File: src/rtl/multdiv_pkg.sv
// Shared types and constants for the iterative multiply/divide core.
// State encoding, fixed latencies and the radix-4 Booth select encoding.
package multdiv_pkg;

    typedef enum logic [1:0] {
        S_IDLE = 2'd0,
        S_MUL  = 2'd1,
        S_DIV  = 2'd2,
        S_DONE = 2'd3
    } state_e;

    typedef enum logic [2:0] {
        B_ZERO = 3'd0,
        B_PA   = 3'd1,
        B_P2A  = 3'd2,
        B_NA   = 3'd3,
        B_N2A  = 3'd4
    } booth_sel_e;

    localparam int MUL_LAT = 17;
    localparam int DIV_LAT = 33;
    localparam logic [31:0] INT_MIN = 32'h8000_0000;

endpackage

File: src/rtl/multdiv_iter_core_if.sv
// Operand/control/result bundle between the pipeline and the multiply/divide core.
// The pipeline side is the master; the core is the slave.
interface multdiv_iter_core_if #(
    parameter int WIDTH = 32
);
    logic [WIDTH-1:0] data_operandA;
    logic [WIDTH-1:0] data_operandB;
    logic             ctrl_MULT;
    logic             ctrl_DIV;
    logic [WIDTH-1:0] data_result;
    logic             data_exception;
    logic             data_resultRDY;

    modport master (
        output data_operandA, data_operandB, ctrl_MULT, ctrl_DIV,
        input  data_result, data_exception, data_resultRDY
    );

    modport slave (
        input  data_operandA, data_operandB, ctrl_MULT, ctrl_DIV,
        output data_result, data_exception, data_resultRDY
    );
endinterface

File: src/rtl/multdiv_iter_core_booth.sv
// Radix-4 Booth recoder: maps the 3-bit multiplier window {b[i+1], b[i], b[i-1]}
// to a partial-product select in {0, +A, +2A, -A, -2A}.
module booth_recode_r4
    import multdiv_pkg::*;
(
    input  logic [2:0] win,
    output booth_sel_e sel
);

    always_comb begin
        sel = B_ZERO;
        unique case (win)
            3'b000, 3'b111: sel = B_ZERO;
            3'b001, 3'b010: sel = B_PA;
            3'b011:         sel = B_P2A;
            3'b100:         sel = B_N2A;
            3'b101, 3'b110: sel = B_NA;
            default:        sel = B_ZERO;
        endcase
    end

endmodule

File: src/rtl/multdiv_iter_core.sv
// Iterative signed 32-bit multiply (radix-4 Booth) / divide (radix-2 non-restoring).
// Optional MULTDIV_EARLY_DIV0_EN: a divide by zero completes one cycle after its start.
module multdiv_iter_core
    import multdiv_pkg::*;
#(
    parameter int WIDTH     = 32,
    parameter int MUL_ITERS = MUL_LAT - 1,
    parameter int DIV_ITERS = DIV_LAT - 1
) (
    input  logic                clk,
    input  logic                reset,
    multdiv_iter_core_if.slave  bus
);

    state_e                  state_q, state_d;
    logic [5:0]              cnt_q, cnt_d;
    logic [2*WIDTH:0]        prod_q, prod_d;
    logic signed [WIDTH-1:0] mcand_q, mcand_d;
    logic signed [WIDTH+1:0] rem_q, rem_d;
    logic [WIDTH-1:0]        quo_q, quo_d;
    logic [WIDTH-1:0]        dvsr_q, dvsr_d;
    logic                    neg_q, neg_d;
    logic                    div0_q, div0_d;
    logic                    dovf_q, dovf_d;
    logic [WIDTH-1:0]        res_q, res_d;
    logic                    exc_q, exc_d;
    logic                    rdy_q, rdy_d;

    booth_sel_e              sel;
    logic signed [WIDTH+1:0] mcand_ext, pp, sum;
    logic signed [WIDTH+1:0] dvsr_ext, rem_sh, rem_step, rem_fix;
    logic [WIDTH:0]          prod_hi;
    logic                    start;

    function automatic logic [WIDTH-1:0] mag(input logic signed [WIDTH-1:0] v);
        return v[WIDTH-1] ? -v : v;
    endfunction

    booth_recode_r4 u_booth (
        .win (prod_q[2:0]),
        .sel (sel)
    );

    assign start    = bus.ctrl_MULT | bus.ctrl_DIV;
    assign mcand_ext = {{2{mcand_q[WIDTH-1]}}, mcand_q};
    assign dvsr_ext = {2'b00, dvsr_q};
    assign prod_hi  = prod_q[2*WIDTH:WIDTH];

    // Booth partial product and 34-bit accumulate on the sign-extended high half.
    always_comb begin
        pp = '0;
        unique case (sel)
            B_PA:    pp = mcand_ext;
            B_P2A:   pp = mcand_ext <<< 1;
            B_NA:    pp = -mcand_ext;
            B_N2A:   pp = -(mcand_ext <<< 1);
            default: pp = '0;
        endcase
        sum = $signed({{2{prod_q[2*WIDTH]}}, prod_q[2*WIDTH:WIDTH+1]}) + pp;
    end

    // Non-restoring step: add or subtract the divisor depending on the remainder sign.
    always_comb begin
        rem_sh   = $signed({rem_q[WIDTH:0], quo_q[WIDTH-1]});
        rem_step = rem_q[WIDTH+1] ? rem_sh + dvsr_ext : rem_sh - dvsr_ext;
        rem_fix  = rem_q[WIDTH+1] ? rem_q + dvsr_ext : rem_q;
    end

    always_comb begin
        state_d = state_q;
        cnt_d   = cnt_q;
        prod_d  = prod_q;
        mcand_d = mcand_q;
        rem_d   = rem_q;
        quo_d   = quo_q;
        dvsr_d  = dvsr_q;
        neg_d   = neg_q;
        div0_d  = div0_q;
        dovf_d  = dovf_q;
        res_d   = res_q;
        exc_d   = exc_q;
        rdy_d   = 1'b0;

        if (start) begin
            cnt_d = '0;
            if (bus.ctrl_MULT) begin
                state_d = S_MUL;
                mcand_d = $signed(bus.data_operandA);
                prod_d  = {{WIDTH{1'b0}}, bus.data_operandB, 1'b0};
            end else begin
                state_d = S_DIV;
                rem_d   = '0;
                quo_d   = mag($signed(bus.data_operandA));
                dvsr_d  = mag($signed(bus.data_operandB));
                neg_d   = bus.data_operandA[WIDTH-1] ^ bus.data_operandB[WIDTH-1];
                div0_d  = (bus.data_operandB == '0);
                dovf_d  = (bus.data_operandA == INT_MIN) && (bus.data_operandB == '1);
`ifdef MULTDIV_EARLY_DIV0_EN
                // Skip straight to the finishing step; the div0 flag forces the result.
                if (bus.data_operandB == '0) cnt_d = 6'(DIV_ITERS);
`else
`endif
            end
        end else begin
            unique case (state_q)
                S_MUL: begin
                    if (cnt_q < 6'(MUL_ITERS)) begin
                        prod_d = {sum, prod_q[WIDTH:2]};
                        cnt_d  = cnt_q + 6'd1;
                    end else begin
                        state_d = S_DONE;
                        res_d   = prod_q[WIDTH:1];
                        exc_d   = !((prod_hi == '0) || (prod_hi == '1));
                        rdy_d   = 1'b1;
                    end
                end
                S_DIV: begin
                    if (cnt_q < 6'(DIV_ITERS)) begin
                        rem_d = rem_step;
                        quo_d = {quo_q[WIDTH-2:0], ~rem_step[WIDTH+1]};
                        cnt_d = cnt_q + 6'd1;
                    end else begin
                        state_d = S_DONE;
                        rem_d   = rem_fix;
                        rdy_d   = 1'b1;
                        if (div0_q) begin
                            res_d = '0;
                            exc_d = 1'b1;
                        end else if (dovf_q) begin
                            res_d = INT_MIN;
                            exc_d = 1'b1;
                        end else begin
                            res_d = neg_q ? -quo_q : quo_q;
                            exc_d = 1'b0;
                        end
                    end
                end
                S_DONE:  state_d = S_IDLE;
                default: state_d = S_IDLE;
            endcase
        end
    end

    always_ff @(posedge clk or posedge reset) begin
        if (reset) begin
            state_q <= S_IDLE;
            cnt_q   <= '0;
            prod_q  <= '0;
            mcand_q <= '0;
            rem_q   <= '0;
            quo_q   <= '0;
            dvsr_q  <= '0;
            neg_q   <= 1'b0;
            div0_q  <= 1'b0;
            dovf_q  <= 1'b0;
            res_q   <= '0;
            exc_q   <= 1'b0;
            rdy_q   <= 1'b0;
        end else begin
            state_q <= state_d;
            cnt_q   <= cnt_d;
            prod_q  <= prod_d;
            mcand_q <= mcand_d;
            rem_q   <= rem_d;
            quo_q   <= quo_d;
            dvsr_q  <= dvsr_d;
            neg_q   <= neg_d;
            div0_q  <= div0_d;
            dovf_q  <= dovf_d;
            res_q   <= res_d;
            exc_q   <= exc_d;
            rdy_q   <= rdy_d;
        end
    end

    assign bus.data_result    = res_q;
    assign bus.data_exception = exc_q;
    assign bus.data_resultRDY = rdy_q;

endmodule
File: src/flat_wrapper.sv
// flat-port wrapper written by rule: the top's interface ports become plain ports
module multdiv_iter_core_flat import multdiv_pkg::*;
#(
    parameter int WIDTH     = 32,
    parameter int MUL_ITERS = MUL_LAT - 1,
    parameter int DIV_ITERS = DIV_LAT - 1
)
  (clk, reset, bus_data_operandA, bus_data_operandB, bus_ctrl_MULT, bus_ctrl_DIV, bus_data_result, bus_data_exception, bus_data_resultRDY);
  multdiv_iter_core_if #(.WIDTH(WIDTH)) bus_i ();
  input  logic clk;
  input  logic reset;
  input wire logic [$bits(bus_i.data_operandA)-1:0] bus_data_operandA;
  input wire logic [$bits(bus_i.data_operandB)-1:0] bus_data_operandB;
  input wire logic [$bits(bus_i.ctrl_MULT)-1:0] bus_ctrl_MULT;
  input wire logic [$bits(bus_i.ctrl_DIV)-1:0] bus_ctrl_DIV;
  output wire logic [$bits(bus_i.data_result)-1:0] bus_data_result;
  output wire logic [$bits(bus_i.data_exception)-1:0] bus_data_exception;
  output wire logic [$bits(bus_i.data_resultRDY)-1:0] bus_data_resultRDY;
  assign bus_i.data_operandA = bus_data_operandA;
  assign bus_i.data_operandB = bus_data_operandB;
  assign bus_i.ctrl_MULT = bus_ctrl_MULT;
  assign bus_i.ctrl_DIV = bus_ctrl_DIV;
  assign bus_data_result = bus_i.data_result;
  assign bus_data_exception = bus_i.data_exception;
  assign bus_data_resultRDY = bus_i.data_resultRDY;
  multdiv_iter_core #(.WIDTH(WIDTH), .MUL_ITERS(MUL_ITERS), .DIV_ITERS(DIV_ITERS)) u_core (.clk(clk), .reset(reset), .bus(bus_i));
endmodule
File: config.mk
export PLATFORM = sky130hd
export DESIGN_NAME = multdiv_iter_core_flat
export DESIGN_NICKNAME = d
export VERILOG_FILES = /design/src/rtl/multdiv_pkg.sv /design/src/rtl/multdiv_iter_core_if.sv /design/src/rtl/multdiv_iter_core_booth.sv /design/src/rtl/multdiv_iter_core.sv /design/src/flat_wrapper.sv
export SDC_FILE = /design/constraint.sdc
export NUM_CORES = 1
export LEC_CHECK = 0
export ABC_AREA = 1
export BUFFER_PORTS_ARGS = -buffer_cell sky130_fd_sc_hd__buf_4
export CAP_MARGIN = 20
export CORE_MARGIN = 4
export CORE_UTILIZATION = 45
export CTS_BUF_LIST = sky130_fd_sc_hd__clkbuf_8
export CTS_CLUSTER_SIZE = 24
export DETAILED_ROUTE_END_ITERATION = 6
export GPL_TIMING_DRIVEN = 1
export PLACE_DENSITY = 0.59
export SYNTH_ARGS = -nofsm -noshare
export SYNTH_HDL_FRONTEND = slang
export SYNTH_HIERARCHICAL = 1
export SYNTH_SLANG_ARGS = --single-unit
File: constraint.sdc
create_clock -name clk -period 11.65 [get_ports clk]
set_input_delay 2.33 -clock clk [delete_from_list [all_inputs] [get_ports clk]]
set_output_delay 2.33 -clock clk [all_outputs]
set_load 0.02 [all_outputs]
== Yosys cells after proc, flatten, opt, wreduce, memory -nomap -nowiden ==
Memories as Yosys holds them, arrays and structs flattened.
Index checks and enable logic that the tools add are counted.
Cells by class
  $lt $le $gt $ge: 2
  add/subtract/negate cells: 10
  bitwise logic cells: 5
  multiplexer cells: 41
  reductions and logical operators: 21
  equal/unequal tests: 17
Operator list (number)
  $mux W32: 11
  $mux W65: 4
  $mux W34: 6
  $pmux W34 S4: 1
  $neg A32 Y32: 3
  $add A34 B33 Y34: 2
  $eq A32 B32 Y1 const B: 2
  $pmux W32 S2: 1
  $add A32 B34 Y34: 1
  $neg A32 Y34: 1
  $neg A33 Y34: 1
  $sub A34 B33 Y34: 1
  $eq A33 B33 Y1 const B: 1
  $logic_not A33 Y1: 1
  $logic_not A32 Y1: 1
  $mux W6: 3
  $pmux W6 S2: 1
  $reduce_and A3 Y1: 4
  $reduce_bool A2 Y1: 5
  $mux W2: 4
  $ne A2 B2 Y1 const B: 4
  $reduce_and A2 Y1: 4
  $mux W1: 7
  $add A6 B1 Y6 const B: 1
  19 further kinds: 26
Storage, ports and cells
  memories kept: 1
  ROM bits: 24
  register bits after elaboration: 240
  output and inout port bits: 34
  input port bits: 68
  word-level logic and storage cells: 111
Memories
  (no name shown): depth 8, width 3, rd ports 1, clocked after Yosys merged registers in 0, write ports 0, RTL line multdiv_iter_core_booth.sv:12  | unique case (win)

== Depth between registers and ports, before layout ==
Gate-level depths: netlist (run 1).
An unclocked memory read counts as a cell.
  depth after elaboration: 7
  gate-level depth with buffers: 26
  depth with buffers taken out: 26

== Modules after synthesis ==
Netlist (run 1), hierarchy kept.
Modules (own cells, without submodules)
  multdiv_iter_core: instances 1, sequential area each 6005.8 sq um, cells an instance 3621, area each 22061.2 sq um
  booth_recode_r4: instances 1, sequential area each 0.0 sq um, cells an instance 11, area each 58.8 sq um

== Least setup slack after synthesis (run 1) ==
No wires, ideal clock.
  path type: input -> register
  start: input port bus_data_operandA[0]
  end: register u_core.quo_q[16]
  arrival: 3.732 ns
  required time: 11.519 ns
  setup slack: 7.788 ns
  stages on the path: 12
  setup time: 0.131 ns
  path buffers: 0
  cell sequence: inv_1 -> ha_1 -> inv_1 -> nor3_1 -> inv_1 -> nor2_1 -> nand2_1 -> xor2_1 -> nand2_1 -> nand3_1 -> o211ai_1 -> o21ai_0
On the way
  word-level cells in the longest chain between the ends: 4
Ends and longest elaborated chain
  start: declaration: RTL line flat_wrapper.sv:12  | input wire logic [$bits(bus_i.data_operandA)-1:0] bus_data_operandA;
  $neg A32 Y32: RTL line multdiv_iter_core.sv:36  | return v[WIDTH-1] ? -v : v;
  $mux W32: RTL line multdiv_iter_core.sv:36
  $mux W32: RTL line multdiv_iter_core.sv:86  | if (bus.ctrl_MULT) begin
  $mux W32: RTL line multdiv_iter_core.sv:84  | if (start) begin
  end signal: assignment: RTL line multdiv_iter_core.sv:165  | quo_q <= quo_d;
  end: declaration: RTL line multdiv_iter_core.sv:20  | logic [WIDTH-1:0] quo_q, quo_d;
No other way between the ends. The select of a mux whose other input is x is not followed.
A chain may end at the register's enable or synchronous reset.

== Worst setup path in the final report (run 1) ==
  start: input port bus_ctrl_MULT
  end: register u_core.rem_q[17]
On the way
  word-level cells in the longest chain between the ends: 3
Ends and longest elaborated chain
  start: declaration: RTL line flat_wrapper.sv:14  | input wire logic [$bits(bus_i.ctrl_MULT)-1:0] bus_ctrl_MULT;
  $or A1 B1 Y1: RTL line multdiv_iter_core.sv:44  | assign start = bus.ctrl_MULT | bus.ctrl_DIV;
  $ne A2 B2 Y1 (no source line) (tied with other cells)
  $reduce_and A3 Y1 (no source line)
  end signal: assignment: RTL line multdiv_iter_core.sv:164  | rem_q <= rem_d;
  end: declaration: RTL line multdiv_iter_core.sv:19  | logic signed [WIDTH+1:0] rem_q, rem_d;
Several ways; a longest one is shown, not always the timed one.

==> out/results.txt, run 1 <==
Syn Inst Count: 3632
RePlAce Congestion: 0.996
Initial antenna violation count: 0
Xor/xnor cell area share of the yosys netlist: 3.64%
Cts bufs inserted: 46
Vias: 24.6k
Synth Register Bits: 240
Core area: 48100 um2
CTS Root Cell: clkbuf_8
Fin. Hold Viols: 0
Reg area: 6010 um2
Post-synth EDFFs: 0
Initial Util: 45.9%
Largest net degree at the start of global routing: 93
Critical path type: input port to flip-flop
Synth area leader: dfrtp_1
RSZ-0062 raised after global routing: false
IO Count: 102
Max-cap violations: 0
Ys async rst share: 100%
Dominant cell by count in the synthesized netlist: nand2_1
Final worst clock skew: 0.0711 ns
Syn Area/Cell: 6.09 um2
First-pass GRT wire length: 130000 um
Fill cells: 5102
Syn Nets: 3812
Largest family of logic cells by synthesized area: simple AND/OR/NAND/NOR gates
Vias in the first global route: 23.1k
Adder-Cell Fraction of Synth Area: 6.44%
Die Width: 230 um
Seq/Total Area, Yosys: 27.2%
Crit. Startpoint: bus_ctrl_MULT
Final cycle utilization of the critical path: 54.1%
Max Slew Vio Count: 0
H-Tree Depth: 2
Relative slew margins: 33.3%
Non-Filler Instances: 4384
WP data arrival: 6.85 ns
Pwr Total: 0.00419 W
P&R area growth vs syn: 10.5%
Layout Utilization: 50.8%
Worst-skew pair later-pin latency: 0.66 ns
R2R Path Start: u_core/prod_q[1]
Crit start category: input port
CTS max path bufs: 3
Setup TNS: 0 ns
Endpoints failing setup: 0
Critical path capture point type: flip-flop
Post-DP HPWL: 66800 um
Critical Path RT: 12.19 ns
FMAX: 159 MHz
Final WL: 85000 um
Via density per instance: 5.61
Overall Global Routing Usage: 31.1%
Reg2Reg Setup Slack: 6.56 ns
Grt ovf: 0
Hold slack: 0.506 ns
Nets: 3874
Number of distinct library cells after synthesis: 50
# resized after CTS: 0
Port Buffers: 101
FP Rows: 80
Pwr Density: 172 nW/um2
Worst-margin pin slew: 0.998 ns
Synth area leaders: dfrtp_1, nand2_1, inv_1
Clock sinks: 240
Mux cell area share after synthesis: 0%
Placed Instances: 4299
Die ar.: 52800 um2
Compound-cell area share of the yosys netlist: 16.6%
Critical path peak fanout: 92
Synth Area in Simple Gates: 35.6%
CTS Hold Bufs: 0
ANT cells: 0
Tmin final: 6.30 ns
Status: finished, final reports clean
Leak pwr: 12.7 nW
Die height: 230 um
Top cells by count, synth: nand2_1, inv_1, nor2_1
Multi-input logic area: 13800 um2
Post-DR wirelength/cell: 19.4 um
Initial drt markers: 2104
CTS tree: done
Postcts setup bufs: 0
Ratio of cells with drive above 1 in the final layout: 6.01%
# DRC: 0
Main synth FF type: dfrtp_1
Peak supply drop: 0.000146 V
Post-synth top area share: 27.2%
Synth Cell Area: 22100 um2
Routed Antenna Nets: 0
Worst Hold Class: flip-flop to flip-flop
Warnings, synthesis: 6
HP Start: u_core/bus.data_exception
DRT Pass-1 Iters: 6
Clock slew at reported path FFs: 0.07 ns
[through the flow]
step,setup WS (ns),cell area [um2]
floorplan,2.73,22100
global placement,4.81,23400
detailed placement,4.78,23400
CTS,5.45,24400
global route,4.93,24400
finish,5.35,24400
[critical path, stage by stage]
cell,delay (ns)
buf_4,0.29
nor2_4,0.16
buf_4,0.70
inv_2,0.61
nor2_2,0.28
nor2_2,0.09
a21oi_4,0.72
inv_2,0.40
o21ai_2,0.26
nand2_2,0.22
inv_2,0.42
o21ai_1,0.12
inv_1,0.07
nand2_1,0.05
nand2_1,0.06
[flip-flops by register name (all words and copies together), names as in the netlist]
signal	cells
u_core/mcand_q	32
u_core/bus.data_exception	1
u_core/bus.data_result	32
u_core/dvsr_q	32
u_core/bus.data_resultRDY	1
u_core/quo_q	32
u_core/rem_q	34
u_core/state_q	2
u_core/cnt_q	6
u_core/neg_q	1
u_core/prod_q	65
u_core/dovf_q	1
u_core/div0_q	1
[routing by layer]
layer  GRT usage, %  vias to the layer above  share of wire, %
li1               -                    12000                 -
met4           15.4                        0               5.8
met3           4.05                      188               6.0
met2           52.2                      854                47
met1           39.5                    11600                41
met5              0                        -                 0
[placed cells by master, fill, tap and decap left out, types with 14 or more instances in the layout]
cell type  count
inv_1        514
o211ai_1      45
xnor2_1       20
o22ai_1       32
buf_4        115
nand2_1     1090
clkbuf_8      56
dfrtp_1      240
a21oi_1      234
nand4_1       57
or2_2         14
o21bai_1      14
ha_1         109
nor3_1        47
nor4_1        20
nor2_1       388
xor2_1        72
nand3b_1      18
o21ai_0      281
nand3_1      256
[worst paths after layout]
path,endpoint,cells past startpoint
worst min register to register,u_core/bus.data_exception,2
max in group asynchronous,u_core/dvsr_q[5],5
worst max-delay path,u_core/rem_q[17],15
min in group asynchronous,u_core/rem_q[20],2
worst max register to register,u_core/prod_q[54],17
worst min-delay path,u_core/bus.data_exception,2
[where the power goes]
group	switching, W	leakage [nW]	internal, W
Clock	0.000410	0.544	0.000463
Sequential	0.000209	3.01	0.000998
Combinational	0.00143	9.11	0.000682
[cells by family (layout without fill, tap and decap cells)]
kind of cell,after synthesis,count (layout)
compound gates,664,664
simple gates,1906,1906
buf+inv,618,714
fa+ha+maj,112,112
flops,240,240
xor+xnor,92,92
[final cells by class]
cell class / instances / area share [%]
inverters: 514 / 7.92
clock inverters: 26 / 0.701
clock buffers: 56 / 3.15
multi-input cells: 2774 / 56.4
well taps: 656 / 3.36
flip-flops and latches: 240 / 24.6
repair buffers: 118 / 3.87
(Power assumes the default switching activity.)
==> run 2: changes to the inputs <==
- clock period: 11.65 -> 6.5 ns (I/O delays scaled with it)
==> out/results.txt, run 2 (synthesis results as in run 1) <==
Status: finished, final reports clean (unchanged)
Initial Util: 45.9% (unchanged)
DRT Pass-1 Iters: 5 (was 6)
Worst path slowest cell: a221oi_1 (was a21oi_4)
Register-to-Register Path Depth: 20 (was 17)
Worst-skew pair later-pin latency: 0.66 ns (about the same)
Worst-margin pin slew: 1.02 ns (was 0.998 ns)
Final WL: 84300 um (was 85000 um)
Largest net degree at the start of global routing: 151 (was 93)
Relative slew margins: 31.7% (was 33.3%)
Overall Global Routing Usage: 30.9% (was 31.1%)
Critical Path RT: 7.02 ns (was 12.19 ns)
FMAX: 213 MHz
NetSw: 0.00367 W (was 0.00205 W)
Layout Utilization: 50.9% (was 50.8%)
Most common cell after layout, fill and taps aside: nand2_1 (unchanged)
Vias in the first global route: 22.9k (was 23.1k)
H-Tree Depth: 2 (unchanged)
Pwr Density: 310 nW/um2 (was 172 nW/um2)
Endpoints failing setup: 0 (unchanged)
Critical path peak fanout: 22 (was 92)
Tmin final: 4.69 ns
Post-DR wirelength/cell: 19.2 um (was 19.4 um)
Initial drt markers: 2314 (was 2104)
Sequential power share: 28.5% (was 28.8%)
Logic pwr share: 49.4% (was 50.4%)
RSZ-0062 raised after global routing: false (unchanged)
RePlAce Congestion: 0.975 (was 0.996)
Critical path type: flip-flop to flip-flop (was input port to flip-flop)
Fin. Hold Viols: 0 (unchanged)
Final cycle utilization of the critical path: 72.2%
Crit. Startpoint: u_core/prod_q[1] (was bus_ctrl_MULT)
Highest-count cells in the layout ignoring fill and taps: nand2_1, inv_1, nor2_1 (unchanged)
Crit start category: flip-flop (was input port)
R2R Path Start: u_core/prod_q[1] (unchanged)
Worst r2r dst: u_core/prod_q[58] (was u_core/prod_q[54])
Initial antenna violation count: 2 (was 0)
HP Start: u_core/quo_q[0] (was u_core/bus.data_exception)
Max-cap violations: 0 (unchanged)
Core area: 48100 um2 (unchanged)
Cts bufs inserted: 47 (was 46)
# resized after CTS: 0 (unchanged)
WP data arrival: 5.21 ns (was 6.85 ns)
# DRC: 0 (unchanged)
Worst setup endpoint: u_core/prod_q[58] (was u_core/rem_q[17])
Most frequent cell on the critical path: nand2_1 (was inv_2)
Routed Antenna Nets: 0 (unchanged)
P&R area growth vs syn: 10.8% (was 10.5%)
FP Rows: 80 (unchanged)
CTS tree: done (unchanged)
Clock slew at reported path FFs: 0.06 ns (was 0.07 ns)
Ratio of cells with drive above 1 in the final layout: 6.03% (was 6.01%)
Worst Hold Class: flip-flop to flip-flop (unchanged)
Final worst clock skew: 0.0571 ns (was 0.0711 ns)
Grt ovf: 0 (unchanged)
First-pass GRT wire length: 130000 um (about the same)
Nets: 3873 (was 3874)
Post-DP HPWL: 66900 um (was 66800 um)
Die Width: 230 um (unchanged)
Max reg flops: 65 (unchanged)
Vias: 24.5k (was 24.6k)
Sw frac: 48.3% (was 48.9%)
Die height: 230 um (unchanged)
Regs by FF count: u_core/prod_q x65, u_core/rem_q x34 (unchanged)
IO Count: 102 (unchanged)
Clock network power share: 22.1% (was 20.8%)
Leak pwr: 12.7 nW (about the same)
Via density per instance: 5.58 (was 5.61)
Postcts setup bufs: 0 (unchanged)
Critical path capture point type: flip-flop (unchanged)
Clock sinks: 240 (unchanged)
Reg2Reg Setup Slack: 1.81 ns (was 6.56 ns)
CTS Root Cell: clkbuf_8 (unchanged)
Peak supply drop: 0.000209 V (was 0.000146 V)
Total internal power: 0.00393 W (was 0.00214 W)
Largest reg by FF count: u_core/prod_q (unchanged)
Port Buffers: 101 (unchanged)
CTS Hold Bufs: 0 (unchanged)
CTS max path bufs: 3 (unchanged)
Die ar.: 52800 um2 (unchanged)
Setup TNS: 0 ns (unchanged)
Cell Chain, Critical Path: inv_1 > ha_1 > nand2_1 > nand2_1 > nand3_1 > inv_1 > a221oi_1 > inv_1 > ha_1 > nand3_1 > nand3_1 > nand2_1 > nand2_1 > inv_1 > o21ai_0 > nand4_1 > nand2_1 > nand2_1 > nand3_1 > nand2_1 (was buf_4 > nor2_4 > buf_4 > inv_2 > nor2_2 > nor2_2 > a21oi_4 > inv_2 > o21ai_2 > nand2_2 > inv_2 > o21ai_1 > inv_1 > nand2_1 > nand2_1)
Slowest cell delay on critical path: 0.60 ns (was 0.72 ns)
Max Slew Vio Count: 0 (unchanged)
==> run 2: area by class of cell <==
type                            count  area, um2
Multi-Input combinational cell   2774      13800
Fill cell                        5032      23600
Inverter                          514       1930
Tap cell                          656        821
Clock inverter                     27        201
Antenna cell                        1       2.50
Sequential cell                   240       6010
Timing Repair Buffer              116        931
Clock buffer                       60        826
==> run 2: worst min-delay path by stage <==
stage	to	slack (ns)	cells past startpoint
floorplan	u_core/div0_q	0.45	2
global placement	u_core/quo_q[0]	0.50	2
detailed placement	u_core/quo_q[0]	0.51	2
CTS	u_core/quo_q[0]	0.52	2
global route	u_core/prod_q[0]	0.56	2
finish	u_core/quo_q[0]	0.52	2
==> run 2: metal layers <==
layer  GRT usage (%)  vias to the layer above  wire length, um
met5               0                        -               13
met4            15.3                        2             4700
met3            4.99                      210             5140
met2            51.1                      848            39300
met1            39.2                    11500            35200
li1                -                    12000                -
==> run 2: critical path, delay by kind of cell, from the launching register on <==
family / cells / cell delay (ns)
AO/OA/AOI/OAI: 2 / 1.06
adder cells (fa/ha/maj): 2 / 0.72
buffers and inverters: 4 / 0.73
flip-flops: 1 / 0.37
AND/OR/NAND/NOR: 12 / 1.70
==> run 2: power by group through the flow <==
stage | sequential, W | clock (W) | combinational (W)
4_1_cts | 0.00216 | 0.00172 | 0.00372
6_report | 0.00217 | 0.00168 | 0.00376
3_3_place_gp | 0.00218 | 0 | 0.00366
3_5_place_dp | 0.00217 | 0 | 0.00370
5_1_grt | 0.00219 | 0.00179 | 0.00417
2_1_floorplan | 0.00213 | 0 | 0.00243
==> run 2: per-stage QoR <==
| step | instances | total power, W | hold WS (ns) | area (um2) | worst slack (ns) |
|---|---|---|---|---|---|
| 2_1_floorplan | 3632 | 0.00456 | 0.447 | 22100 | 2.05 |
| 3_3_place_gp | 4297 | 0.00584 | 0.503 | 23400 | 1.90 |
| 3_5_place_dp | 4297 | 0.00588 | 0.510 | 23400 | 1.82 |
| 4_1_cts | 4384 | 0.00759 | 0.523 | 24400 | 1.79 |
| 5_1_grt | 4388 | 0.00815 | 0.556 | 24500 | 1.42 |
| 6_report | 4388 | 0.00760 | 0.517 | 24500 | 1.81 |
==> run 3: changes to the inputs <==
- PLACE_DENSITY: 0.59 -> 0.62
- clock period: 6.5 -> 4.2 ns (I/O delays scaled with it)
==> out/results.txt, run 3 (synthesis results as in run 1) <==
Slowest cell delay on critical path: 0.44 ns (was 0.60 ns)
Vias in the first global route: 22.0k (was 22.9k)
Final cycle utilization of the critical path: 92.5% (was 72.2%)
Reg area: 6010 um2 (unchanged)
Post-DP HPWL: 62600 um (was 66900 um)
Initial Util: 45.9% (unchanged)
Sw frac: 48.1% (was 48.3%)
DRT Pass-1 Iters: 6 (was 5)
Critical path peak fanout: 11 (was 22)
Most frequent cell on the critical path: nand2_1 (unchanged)
Worst-skew pair later-pin latency: 0.64 ns (was 0.66 ns)
Layout Utilization: 51.0% (was 50.9%)
CTS Root Cell: clkbuf_8 (unchanged)
Largest reg by FF count: u_core/prod_q (unchanged)
Total internal power: 0.00587 W (was 0.00393 W)
H-Tree Depth: 2 (unchanged)
Port Buffers: 101 (unchanged)
Core area: 48100 um2 (unchanged)
Endpoints failing setup: 0 (unchanged)
P&R area growth vs syn: 11.0% (was 10.8%)
Post-DR wirelength/cell: 18.2 um (was 19.2 um)
Placed Instances: 4324 (was 4297)
Worst path slowest cell: ha_1 (was a221oi_1)
Critical Path RT: 4.70 ns (was 7.02 ns)
Initial antenna violation count: 2 (unchanged)
Leak pwr: 12.7 nW (about the same)
Via density per instance: 5.44 (was 5.58)
Max-cap violations: 0 (unchanged)
Cts bufs inserted: 44 (was 47)
First-pass GRT wire length: 125000 um (was 130000 um)
Hold slack: 0.165 ns (was 0.517 ns)
Overall Global Routing Usage: 29.5% (was 30.9%)
Vias: 24.0k (was 24.5k)
Logic pwr share: 50.6% (was 49.4%)
Regs by FF count: u_core/prod_q x65, u_core/rem_q x34 (unchanged)
Most common cell after layout, fill and taps aside: nand2_1 (unchanged)
Relative slew margins: 32.1% (was 31.7%)
Final worst clock skew: 0.0300 ns (was 0.0571 ns)
Crit start category: flip-flop (unchanged)
Final instance area: 24600 um2 (was 24500 um2)
Clock network power share: 20.5% (was 22.1%)
Postcts setup bufs: 0 (unchanged)
CTS max path bufs: 3 (unchanged)
Placed Area: 23600 um2 (was 23400 um2)
RSZ-0062 raised after global routing: false (unchanged)
Nets: 3894 (was 3873)
Critical path capture point type: flip-flop (unchanged)
Highest-count cells in the layout ignoring fill and taps: nand2_1, inv_1, nor2_1 (unchanged)
Multi-input logic area: 13800 um2 (about the same)
NetSw: 0.00543 W (was 0.00367 W)
Worst-margin pin slew: 1.02 ns (about the same)
CTS Hold Bufs: 0 (unchanged)
Max reg flops: 65 (unchanged)
Largest net degree at the start of global routing: 129 (was 151)
Cell Chain, Critical Path: inv_1 > ha_1 > nand2_1 > nand2_1 > nor3_2 > inv_1 > o22ai_1 > a21oi_1 > o21ai_0 > ha_1 > nand2_1 > nor2_1 > nand2_1 > nand2_1 > inv_1 > o21ai_0 > nand4_1 > nand2_1 > nand2_1 > nand3_1 > nand2_1 (was inv_1 > ha_1 > nand2_1 > nand2_1 > nand3_1 > inv_1 > a221oi_1 > inv_1 > ha_1 > nand3_1 > nand3_1 > nand2_1 > nand2_1 > inv_1 > o21ai_0 > nand4_1 > nand2_1 > nand2_1 > nand3_1 > nand2_1)
Fill cells: 5140 (was 5032)
CTS tree: done (unchanged)
RePlAce Congestion: 0.990 (was 0.975)
# DRC: 0 (unchanged)
Die height: 230 um (unchanged)
Initial drt markers: 2384 (was 2314)
Sequential power share: 28.9% (was 28.5%)
Grt ovf: 0 (unchanged)
FP Rows: 80 (unchanged)
Clock sinks: 240 (unchanged)
Ratio of cells with drive above 1 in the final layout: 6.67% (was 6.03%)
Die Width: 230 um (unchanged)
Status: finished, final reports clean (unchanged)
Pwr Density: 460 nW/um2 (was 310 nW/um2)
Setup TNS: 0 ns (unchanged)
FMAX: 257 MHz (was 213 MHz)
Final WL: 80300 um (was 84300 um)
Peak supply drop: 0.000427 V (was 0.000209 V)
Routed Antenna Nets: 0 (unchanged)
Die ar.: 52800 um2 (unchanged)
Non-Filler Instances: 4405 (was 4388)
Fin. Hold Viols: 0 (unchanged)
Clock slew at reported path FFs: 0.06 ns (about the same)
Max Slew Vio Count: 0 (unchanged)
IO Count: 102 (unchanged)
Tmin final: 3.88 ns (was 4.69 ns)
WP data arrival: 4.39 ns (was 5.21 ns)
Worst Hold Class: input port to asynchronous set/reset pin (was flip-flop to flip-flop)
Critical path type: flip-flop to flip-flop (unchanged)
run 3: cell count changes in the layout (fill, tap and decap cells not counted), moves of 2 or more:
cell and delta:
bufinv_16 -2, inv_8 +2, buf_16 -2, buf_4 +26, inv_12 -2, nor2_2 +2
nor2_1 -2, clkbuf_8 -5
run 3: path summary, 6_finish.rpt:
| path | endpoint | depth (start not counted) | slack (ns) | startpoint |
|---|---|---|---|---|
| setup / recovery | u_core/prod_q[58] | 21 | 0.32 | u_core/prod_q[0] |
| hold / removal | u_core/prod_q[59] | 2 | 0.17 | reset |
| setup reg to reg | u_core/prod_q[58] | 21 | 0.32 | u_core/prod_q[0] |
| hold reg to reg | u_core/div0_q | 2 | 0.49 | u_core/div0_q |
| max in group asynchronous | u_core/quo_q[15] | 3 | 3.02 | reset |
| min in group clk | u_core/mcand_q[10] | 3 | 0.45 | bus_data_operandA[10] |
run 3: repair_timing:
action / in CTS / in global routing
resized for setup: 0 / 9
setup endpoints to repair: 0 / 13
hold endpoints to repair: 0 / 0
run 3: routing by layer:
metal	vias to the layer above	global-route usage [%]	share of wire (%)
met1	11000	42.8	46
met2	775	45.7	44
met4	0	9.53	3.2
li1	12000	-	-
met5	-	0	0
met3	134	4.03	6.7
run 3: layout make-up:
type | count | share of cell area (%)
clock inverter | 24 | 0.510
inverter | 514 | 7.87
antenna | 2 | 0.0204
tap | 656 | 3.34
multi-input combinational | 2774 | 56.3
sequential | 240 | 24.5
clock buffer | 55 | 3.08
timing repair buffer | 140 | 4.38
run 3: power by group through the flow:
stage	Sequential, W	Clock, W	Combinational [W]
4_1_cts	0.00326	0.00239	0.00565
2_1_floorplan	0.00329	0	0.00376
6_report	0.00327	0.00231	0.00571
5_1_grt	0.00332	0.00248	0.00642
3_3_place_gp	0.00330	0	0.00562
3_5_place_dp	0.00329	0	0.00562
run 3: critical path: cells and delay by family, from the launching register on:
kind            cells  cell delay [ns]
simple gates       12             1.23
compound gates      4             0.85
fa+ha+maj           2             0.87
flops               1             0.36
buf+inv             3             0.41
run 3: metrics by stage:
step	total power, W	setup WS [ns]
final	0.0113	0.315
after global routing	0.0122	0.00202
after CTS	0.0113	0.267
after detailed placement	0.00891	0.317
after global placement	0.00892	0.282
after floorplan	0.00705	0.212
